File: src/rtl/alu_exec_if.sv
// Operation/result bundle between the issuing stage and the execute-stage ALU.
// The master drives operations; the slave (alu_exec) returns results.
interface alu_exec_if;
   logic        flush;
   logic        in_valid;
   logic        in_ready;
   logic [4:0]  alucontrol;
   logic [31:0] a;
   logic [31:0] b;
   logic [4:0]  sa;
   logic        out_valid;
   logic [31:0] result;
   logic        overflow;
   logic        hilo_we;
   logic [31:0] hi;
   logic [31:0] lo;

   modport master (
      output flush, in_valid, alucontrol, a, b, sa,
      input  in_ready, out_valid, result, overflow, hilo_we, hi, lo
   );

   modport slave (
      input  flush, in_valid, alucontrol, a, b, sa,
      output in_ready, out_valid, result, overflow, hilo_we, hi, lo
   );
endinterface

File: src/rtl/alu_exec.sv
// MIPS execute-stage ALU: single-cycle ops with one-cycle registered latency,
// plus a one-cycle multiplier and a 32-iteration restoring divider writing HI/LO.
module alu_exec (
   input logic       clk,
   input logic       resetn,
   alu_exec_if.slave bus
);

   localparam logic [4:0] OpAnd   = 5'b00001;
   localparam logic [4:0] OpOr    = 5'b00010;
   localparam logic [4:0] OpXor   = 5'b00011;
   localparam logic [4:0] OpNor   = 5'b00100;
   localparam logic [4:0] OpAdd   = 5'b00101;
   localparam logic [4:0] OpAddu  = 5'b00110;
   localparam logic [4:0] OpSub   = 5'b00111;
   localparam logic [4:0] OpSubu  = 5'b01000;
   localparam logic [4:0] OpSlt   = 5'b01001;
   localparam logic [4:0] OpSltu  = 5'b01010;
   localparam logic [4:0] OpSll   = 5'b01011;
   localparam logic [4:0] OpLui   = 5'b01100;
   localparam logic [4:0] OpMult  = 5'b01101;
   localparam logic [4:0] OpMultu = 5'b01110;
   localparam logic [4:0] OpDiv   = 5'b01111;
   localparam logic [4:0] OpDivu  = 5'b10000;

   typedef enum logic [1:0] {StIdle, StMul, StDiv} state_e;

   state_e      state_q, state_d;
   logic [4:0]  cnt_q, cnt_d;
   logic [31:0] opa_q, opa_d;     // multiplicand, or dividend shifting into quotient
   logic [31:0] opb_q, opb_d;     // multiplier, or divisor magnitude
   logic [31:0] rem_q, rem_d;
   logic [31:0] orig_q, orig_d;   // raw dividend, returned in HI on divide by zero
   logic        sgn_q, sgn_d;
   logic        qneg_q, qneg_d;
   logic        rneg_q, rneg_d;
   logic        dbz_q, dbz_d;
   logic        out_valid_q, out_valid_d;
   logic        overflow_q, overflow_d;
   logic        hilo_we_q, hilo_we_d;
   logic [31:0] result_q, result_d;
   logic [31:0] hi_q, hi_d;
   logic [31:0] lo_q, lo_d;

   logic [31:0] sum, dif, alu_res;
   logic        alu_ovf;
   logic [32:0] div_shift;
   logic        div_ge;
   logic [31:0] rem_step, quo_step;
   logic [63:0] mul_a, mul_b, prod;
   logic        is_mul, is_div, div_sgn;

   assign sum = bus.a + bus.b;
   assign dif = bus.a - bus.b;

   always_comb begin
      alu_res = '0;
      alu_ovf = 1'b0;
      case (bus.alucontrol)
         OpAnd:  alu_res = bus.a & bus.b;
         OpOr:   alu_res = bus.a | bus.b;
         OpXor:  alu_res = bus.a ^ bus.b;
         OpNor:  alu_res = ~(bus.a | bus.b);
         OpAdd: begin
            alu_res = sum;
            alu_ovf = (bus.a[31] == bus.b[31]) && (sum[31] != bus.a[31]);
         end
         OpAddu: alu_res = sum;
         OpSub: begin
            alu_res = dif;
            alu_ovf = (bus.a[31] != bus.b[31]) && (dif[31] != bus.a[31]);
         end
         OpSubu: alu_res = dif;
         OpSlt:  alu_res = {31'b0, $signed(bus.a) < $signed(bus.b)};
         OpSltu: alu_res = {31'b0, bus.a < bus.b};
         OpSll:  alu_res = bus.b << bus.sa;
         OpLui:  alu_res = {bus.b[15:0], 16'h0};
         default: ;
      endcase
   end

   // One restoring step on magnitudes: shift in next dividend bit, subtract if it fits.
   assign div_shift = {rem_q, opa_q[31]};
   assign div_ge    = div_shift >= {1'b0, opb_q};
   assign rem_step  = div_ge ? (div_shift[31:0] - opb_q) : div_shift[31:0];
   assign quo_step  = {opa_q[30:0], div_ge};

   assign mul_a = {{32{sgn_q & opa_q[31]}}, opa_q};
   assign mul_b = {{32{sgn_q & opb_q[31]}}, opb_q};
   assign prod  = mul_a * mul_b;

   assign is_mul  = (bus.alucontrol == OpMult) || (bus.alucontrol == OpMultu);
   assign is_div  = (bus.alucontrol == OpDiv) || (bus.alucontrol == OpDivu);
   assign div_sgn = (bus.alucontrol == OpDiv);

   always_comb begin
      state_d     = state_q;
      cnt_d       = cnt_q;
      opa_d       = opa_q;
      opb_d       = opb_q;
      rem_d       = rem_q;
      orig_d      = orig_q;
      sgn_d       = sgn_q;
      qneg_d      = qneg_q;
      rneg_d      = rneg_q;
      dbz_d       = dbz_q;
      out_valid_d = 1'b0;
      overflow_d  = 1'b0;
      hilo_we_d   = 1'b0;
      result_d    = result_q;
      hi_d        = hi_q;
      lo_d        = lo_q;
      unique case (state_q)
         StIdle: begin
            if (bus.in_valid) begin
               if (is_mul) begin
                  state_d = StMul;
                  opa_d   = bus.a;
                  opb_d   = bus.b;
                  sgn_d   = (bus.alucontrol == OpMult);
               end else if (is_div) begin
                  state_d = StDiv;
                  cnt_d   = '0;
                  opa_d   = (div_sgn && bus.a[31]) ? -bus.a : bus.a;
                  opb_d   = (div_sgn && bus.b[31]) ? -bus.b : bus.b;
                  rem_d   = '0;
                  orig_d  = bus.a;
                  qneg_d  = div_sgn && (bus.a[31] ^ bus.b[31]);
                  rneg_d  = div_sgn && bus.a[31];
                  dbz_d   = (bus.b == '0);
               end else begin
                  out_valid_d = 1'b1;
                  result_d    = alu_res;
                  overflow_d  = alu_ovf;
               end
            end
         end
         StMul: begin
            state_d     = StIdle;
            out_valid_d = 1'b1;
            hilo_we_d   = 1'b1;
            result_d    = '0;
            hi_d        = prod[63:32];
            lo_d        = prod[31:0];
         end
         StDiv: begin
            opa_d = quo_step;
            rem_d = rem_step;
            cnt_d = cnt_q + 5'd1;
            if (cnt_q == 5'd31) begin
               state_d     = StIdle;
               out_valid_d = 1'b1;
               hilo_we_d   = 1'b1;
               result_d    = '0;
               lo_d        = dbz_q ? 32'hFFFF_FFFF : (qneg_q ? -quo_step : quo_step);
               hi_d        = dbz_q ? orig_q : (rneg_q ? -rem_step : rem_step);
            end
         end
         default: state_d = StIdle;
      endcase
      // Flush beats any accept or completion in the same cycle.
      if (bus.flush) begin
         state_d     = StIdle;
         cnt_d       = '0;
         out_valid_d = 1'b0;
         overflow_d  = 1'b0;
         hilo_we_d   = 1'b0;
         result_d    = result_q;
         hi_d        = hi_q;
         lo_d        = lo_q;
      end
   end

   always_ff @(posedge clk or negedge resetn) begin
      if (!resetn) begin
         state_q     <= StIdle;
         cnt_q       <= '0;
         opa_q       <= '0;
         opb_q       <= '0;
         rem_q       <= '0;
         orig_q      <= '0;
         sgn_q       <= 1'b0;
         qneg_q      <= 1'b0;
         rneg_q      <= 1'b0;
         dbz_q       <= 1'b0;
         out_valid_q <= 1'b0;
         overflow_q  <= 1'b0;
         hilo_we_q   <= 1'b0;
         result_q    <= '0;
         hi_q        <= '0;
         lo_q        <= '0;
      end else begin
         state_q     <= state_d;
         cnt_q       <= cnt_d;
         opa_q       <= opa_d;
         opb_q       <= opb_d;
         rem_q       <= rem_d;
         orig_q      <= orig_d;
         sgn_q       <= sgn_d;
         qneg_q      <= qneg_d;
         rneg_q      <= rneg_d;
         dbz_q       <= dbz_d;
         out_valid_q <= out_valid_d;
         overflow_q  <= overflow_d;
         hilo_we_q   <= hilo_we_d;
         result_q    <= result_d;
         hi_q        <= hi_d;
         lo_q        <= lo_d;
      end
   end

   assign bus.in_ready  = (state_q == StIdle);
   assign bus.out_valid = out_valid_q;
   assign bus.overflow  = overflow_q;
   assign bus.hilo_we   = hilo_we_q;
   assign bus.result    = result_q;
   assign bus.hi        = hi_q;
   assign bus.lo        = lo_q;

endmodule

File: src/flat_wrapper.sv
// flat-port wrapper written by rule: the top's interface ports become plain ports
module alu_exec_flat 
  (clk, resetn, bus_flush, bus_in_valid, bus_alucontrol, bus_a, bus_b, bus_sa, bus_in_ready, bus_out_valid, bus_result, bus_overflow, bus_hilo_we, bus_hi, bus_lo);
  alu_exec_if bus_i ();
  input logic clk;
  input logic resetn;
  input wire logic [$bits(bus_i.flush)-1:0] bus_flush;
  input wire logic [$bits(bus_i.in_valid)-1:0] bus_in_valid;
  input wire logic [$bits(bus_i.alucontrol)-1:0] bus_alucontrol;
  input wire logic [$bits(bus_i.a)-1:0] bus_a;
  input wire logic [$bits(bus_i.b)-1:0] bus_b;
  input wire logic [$bits(bus_i.sa)-1:0] bus_sa;
  output wire logic [$bits(bus_i.in_ready)-1:0] bus_in_ready;
  output wire logic [$bits(bus_i.out_valid)-1:0] bus_out_valid;
  output wire logic [$bits(bus_i.result)-1:0] bus_result;
  output wire logic [$bits(bus_i.overflow)-1:0] bus_overflow;
  output wire logic [$bits(bus_i.hilo_we)-1:0] bus_hilo_we;
  output wire logic [$bits(bus_i.hi)-1:0] bus_hi;
  output wire logic [$bits(bus_i.lo)-1:0] bus_lo;
  assign bus_i.flush = bus_flush;
  assign bus_i.in_valid = bus_in_valid;
  assign bus_i.alucontrol = bus_alucontrol;
  assign bus_i.a = bus_a;
  assign bus_i.b = bus_b;
  assign bus_i.sa = bus_sa;
  assign bus_in_ready = bus_i.in_ready;
  assign bus_out_valid = bus_i.out_valid;
  assign bus_result = bus_i.result;
  assign bus_overflow = bus_i.overflow;
  assign bus_hilo_we = bus_i.hilo_we;
  assign bus_hi = bus_i.hi;
  assign bus_lo = bus_i.lo;
  alu_exec u_core (.clk(clk), .resetn(resetn), .bus(bus_i));
endmodule
File: config.mk
export PLATFORM = sky130hd
export DESIGN_NAME = alu_exec_flat
export DESIGN_NICKNAME = d
export VERILOG_FILES = /design/src/rtl/alu_exec_if.sv /design/src/rtl/alu_exec.sv /design/src/flat_wrapper.sv
export SDC_FILE = /design/constraint.sdc
export NUM_CORES = 2
export LEC_CHECK = 0
export BUFFER_PORTS_ARGS = -buffer_cell sky130_fd_sc_hd__buf_2
export CORE_MARGIN = 2
export CORE_UTILIZATION = 48
export DETAILED_ROUTE_END_ITERATION = 6
export GPL_ROUTABILITY_DRIVEN = 1
export GPL_TIMING_DRIVEN = 1
export PLACE_DENSITY_LB_ADDON = 0.3
export REMOVE_ABC_BUFFERS = 1
export SLEW_MARGIN = 5
export SYNTH_ARGS = -nofsm -noshare
export SYNTH_HDL_FRONTEND = slang
export SYNTH_SLANG_ARGS = --single-unit
export TNS_END_PERCENT = 100
File: constraint.sdc
create_clock -name clk -period 13.4 [get_ports clk]
set_input_delay 2.68 -clock clk [delete_from_list [all_inputs] [get_ports clk]]
set_output_delay 2.68 -clock clk [all_outputs]
set_load 0.005 [all_outputs]
==> run summary <==
- Routed wire per std cell: 24.1 um
- sequential cell area: 5960 um2
- share of the synthesized area in the top cell type: 38.1%
- post-route cell area: 62500 um2
- setup TNS after final layout: 0 ps
- launching element type of the critical path: flop
- required time reported for the critical path endpoint: 13980 ps
- dominant register cell in the synthesized netlist: sky130_fd_sc_hd__dfrtp_1
- skew final: 38.7 ps
- failing checks: design-rule violations
- CTS resizes: 0
- largest cells by area after synthesis: sky130_fd_sc_hd__fa_1 (38%), sky130_fd_sc_hd__dfrtp_1 (10%), sky130_fd_sc_hd__inv_1 (7.9%)
- remaining antenna violation count after routing: 0
- Yosys warnings: 0
- port bufs: 177
- fill cell instance count of the final layout: 11600
- number of rows in the core area: 128
- floorplan die width: 356 um
- fraction of final layout cells sized beyond drive strength 1: 6.36%
- CTS Sinks: 238
- vias in the first global route: 51700
- arrival time worst endpoint: 10270 ps
- hold buffer count at CTS: 0
- number of hold violations in the final report: 0
- number of synthesized flops with an enable pin: 0
- DPL Wire Length: 160 mm
- final setup violation count: 0
- run status: complete, but fails checks
- biggest cell delay along the critical path: 930 ps
- buffers from clock root to sink, at most: 3
- Yosys top cell by area: sky130_fd_sc_hd__fa_1
- RePlAce Congestion: 1.00
- die height: 356 um
- category of the critical setup timing path: reg -> reg
- Std-Cell Core Area: 122000 um2
- FF+latch count, synth: 238
- wire length of the first global-routing pass: 316 mm
- antenna violations before repair: 15
- share of the clock period used by the worst path after layout: 72.3%
- wire length after detailed routing: 204 mm
- TritonCTS clock tree: yes
- distinct cell type count of the synthesized netlist: 108
- reg2reg setup slack: 3710 ps
- min Tclk post-route: 9690 ps
- Die Area: 126000 um2
- starting density of the core: 48.6%
- DRC marker count from the first detailed-route iteration: 5311
- global-route total usage across every layer: 32.7%
- RSZ-0062 raised after global routing: no
- overall overflow remaining after global route: 0
- library cell with the highest instance count after synthesis: sky130_fd_sc_hd__inv_1
- worst slew slack as a fraction of its limit: 22.5%
- Critical Path Most Common Cell: sky130_fd_sc_hd__fa_1
- Root Buffer Master: sky130_fd_sc_hd__clkbuf_16
- classification of the worst-slack hold path: reg -> reg
- layout overhead on the synthesized area: 5.34%
- number of vias after detailed routing: 50000
- maximum number of pins on one net before global-route repair: 96
- nets@finish: 8370
- ys async rst share: 100%
- leading cell types by count after synthesis: sky130_fd_sc_hd__inv_1 (1252), sky130_fd_sc_hd__fa_1 (1128), sky130_fd_sc_hd__nand2_1 (1046)
- total clock buffers created by CTS: 30
- Max Clk Rate: 103 MHz
- area of the multi-input gates: 47100 um2
- DRC violation count after routing: 1
- clock slew seen by the registers of the worst setup and hold paths: 70 ps
- fin. max-slew vios: 0
- # H-tree levels: 1
- dpl cells: 8406
- fraction of the yosys area taken by sequential cells: 10.0%
- Placed Area: 61500 um2
- mean cell area of the mapped netlist: 8.56 um2
- Initial DRT Pass Iterations: 7
- synthesized instance count: 6930
- CP max-delay cell: sky130_fd_sc_hd__fa_1
- I/O Pins: 178
- critical-path maximum fanout: 23
- kind of end point of the critical path: flop
- pin slew with the least headroom to its limit: 1160 ps
- post-layout instance count excluding filler cells: 8467
- Max-cap violations: 0
- average via count per standard cell: 5.90
- number of buffers inserted to repair setup after CTS: 0
- mapped cell area: 59300 um2
- utilization after layout: 51.1%
- insertion delay to the later sink of the worst-skew pair: 650 ps
flip-flops by register name (all words and copies together) (netlist names), 2 cells and up:
register,cells
u_core.bus.hi,32
u_core.bus.lo,32
u_core.bus.result,32
u_core.opa_q,32
u_core.opb_q,32
u_core.orig_q,32
u_core.rem_q,32
u_core.cnt_q,5
u_core.state_q,2
critical path: cells and delay by family (launching register included):
family | cells | cell delay (ps)
compound gates | 6 | 1130
simple gates | 6 | 1690
flops | 1 | 920
fa+ha+maj | 9 | 4730
buf+inv | 7 | 1110
path summary, 6_finish.rpt:
check                                   from               endpoint  depth (start not counted)
max reg2reg                     u_core.sgn_q      u_core.bus.hi[29]                         28
max in group asynchronous             resetn      u_core.bus.lo[23]                          3
min reg2reg                u_core.bus.lo[28]      u_core.bus.lo[28]                          2
min                        u_core.bus.lo[28]      u_core.bus.lo[28]                          2
min in group asynchronous             resetn  u_core.bus.result[13]                          1
max                             u_core.sgn_q      u_core.bus.hi[29]                         28
cells in the final DEF, fill, tap and decap left out, types with 30 or more instances in the layout:
master and instances:
sky130_fd_sc_hd__a221oi_1 30, sky130_fd_sc_hd__nand3_1 57, sky130_fd_sc_hd__o211ai_1 44, sky130_fd_sc_hd__buf_2 176
sky130_fd_sc_hd__buf_4 104, sky130_fd_sc_hd__nand2b_1 30, sky130_fd_sc_hd__xor2_1 38, sky130_fd_sc_hd__o21ai_0 307
sky130_fd_sc_hd__nand2_1 1046, sky130_fd_sc_hd__o22ai_1 41, sky130_fd_sc_hd__a21o_1 51, sky130_fd_sc_hd__o31ai_1 42
sky130_fd_sc_hd__nor3_1 53, sky130_fd_sc_hd__mux2i_1 49, sky130_fd_sc_hd__nand4_1 34, sky130_fd_sc_hd__ha_1 350
sky130_fd_sc_hd__fa_1 1128, sky130_fd_sc_hd__nor2_1 326, sky130_fd_sc_hd__dfrtp_1 237, sky130_fd_sc_hd__a21oi_1 292
sky130_fd_sc_hd__a31oi_1 40, sky130_fd_sc_hd__and3_1 40, sky130_fd_sc_hd__xnor2_1 165, sky130_fd_sc_hd__clkbuf_16 30
sky130_fd_sc_hd__a211oi_1 30, sky130_fd_sc_hd__inv_1 1252, sky130_fd_sc_hd__and2_1 331
per-stage QoR:
step	hold WS, ps	setup slack, ps
floorplan	443	4770
global placement	458	3970
detailed placement	466	3870
CTS	479	3860
global route	494	3270
finish	470	3710
routing by layer:
layer	vias up	wire length (um)	part of all wire [%]	GRT usage (%)
met5	-	33	0.016	0
li1	21600	-	-	-
met3	465	20100	9.8	6.72
met2	2479	93100	46	51.6
met4	6	9150	4.5	12.1
met1	25400	82000	40	44.6
area by class of cell:
type,instances,share of cell area [%]
flip-flops and latches,238,9.53
well taps,1625,3.25
repair buffers,281,2.68
clock buffers,37,1.31
clock inverters,18,0.316
diodes,6,0.0240
multi-input cells,5005,75.3
inverters,1257,7.55
kinds of logic after synthesis:
family,count (synthesis),share of synthesized area (%)
AO/OA/AOI/OAI,1157,12.6
XOR/XNOR,203,3.00
adder cells (fa/ha/maj),1479,45.5
buffers and inverters,1687,10.7
flip-flops,238,10.0
multiplexers,86,1.99
AND/OR/NAND/NOR,2080,16.1
Power is left out: the tool's default activity adds up to more than one toggle a clock period on the data nets, which glitch-free logic cannot reach.
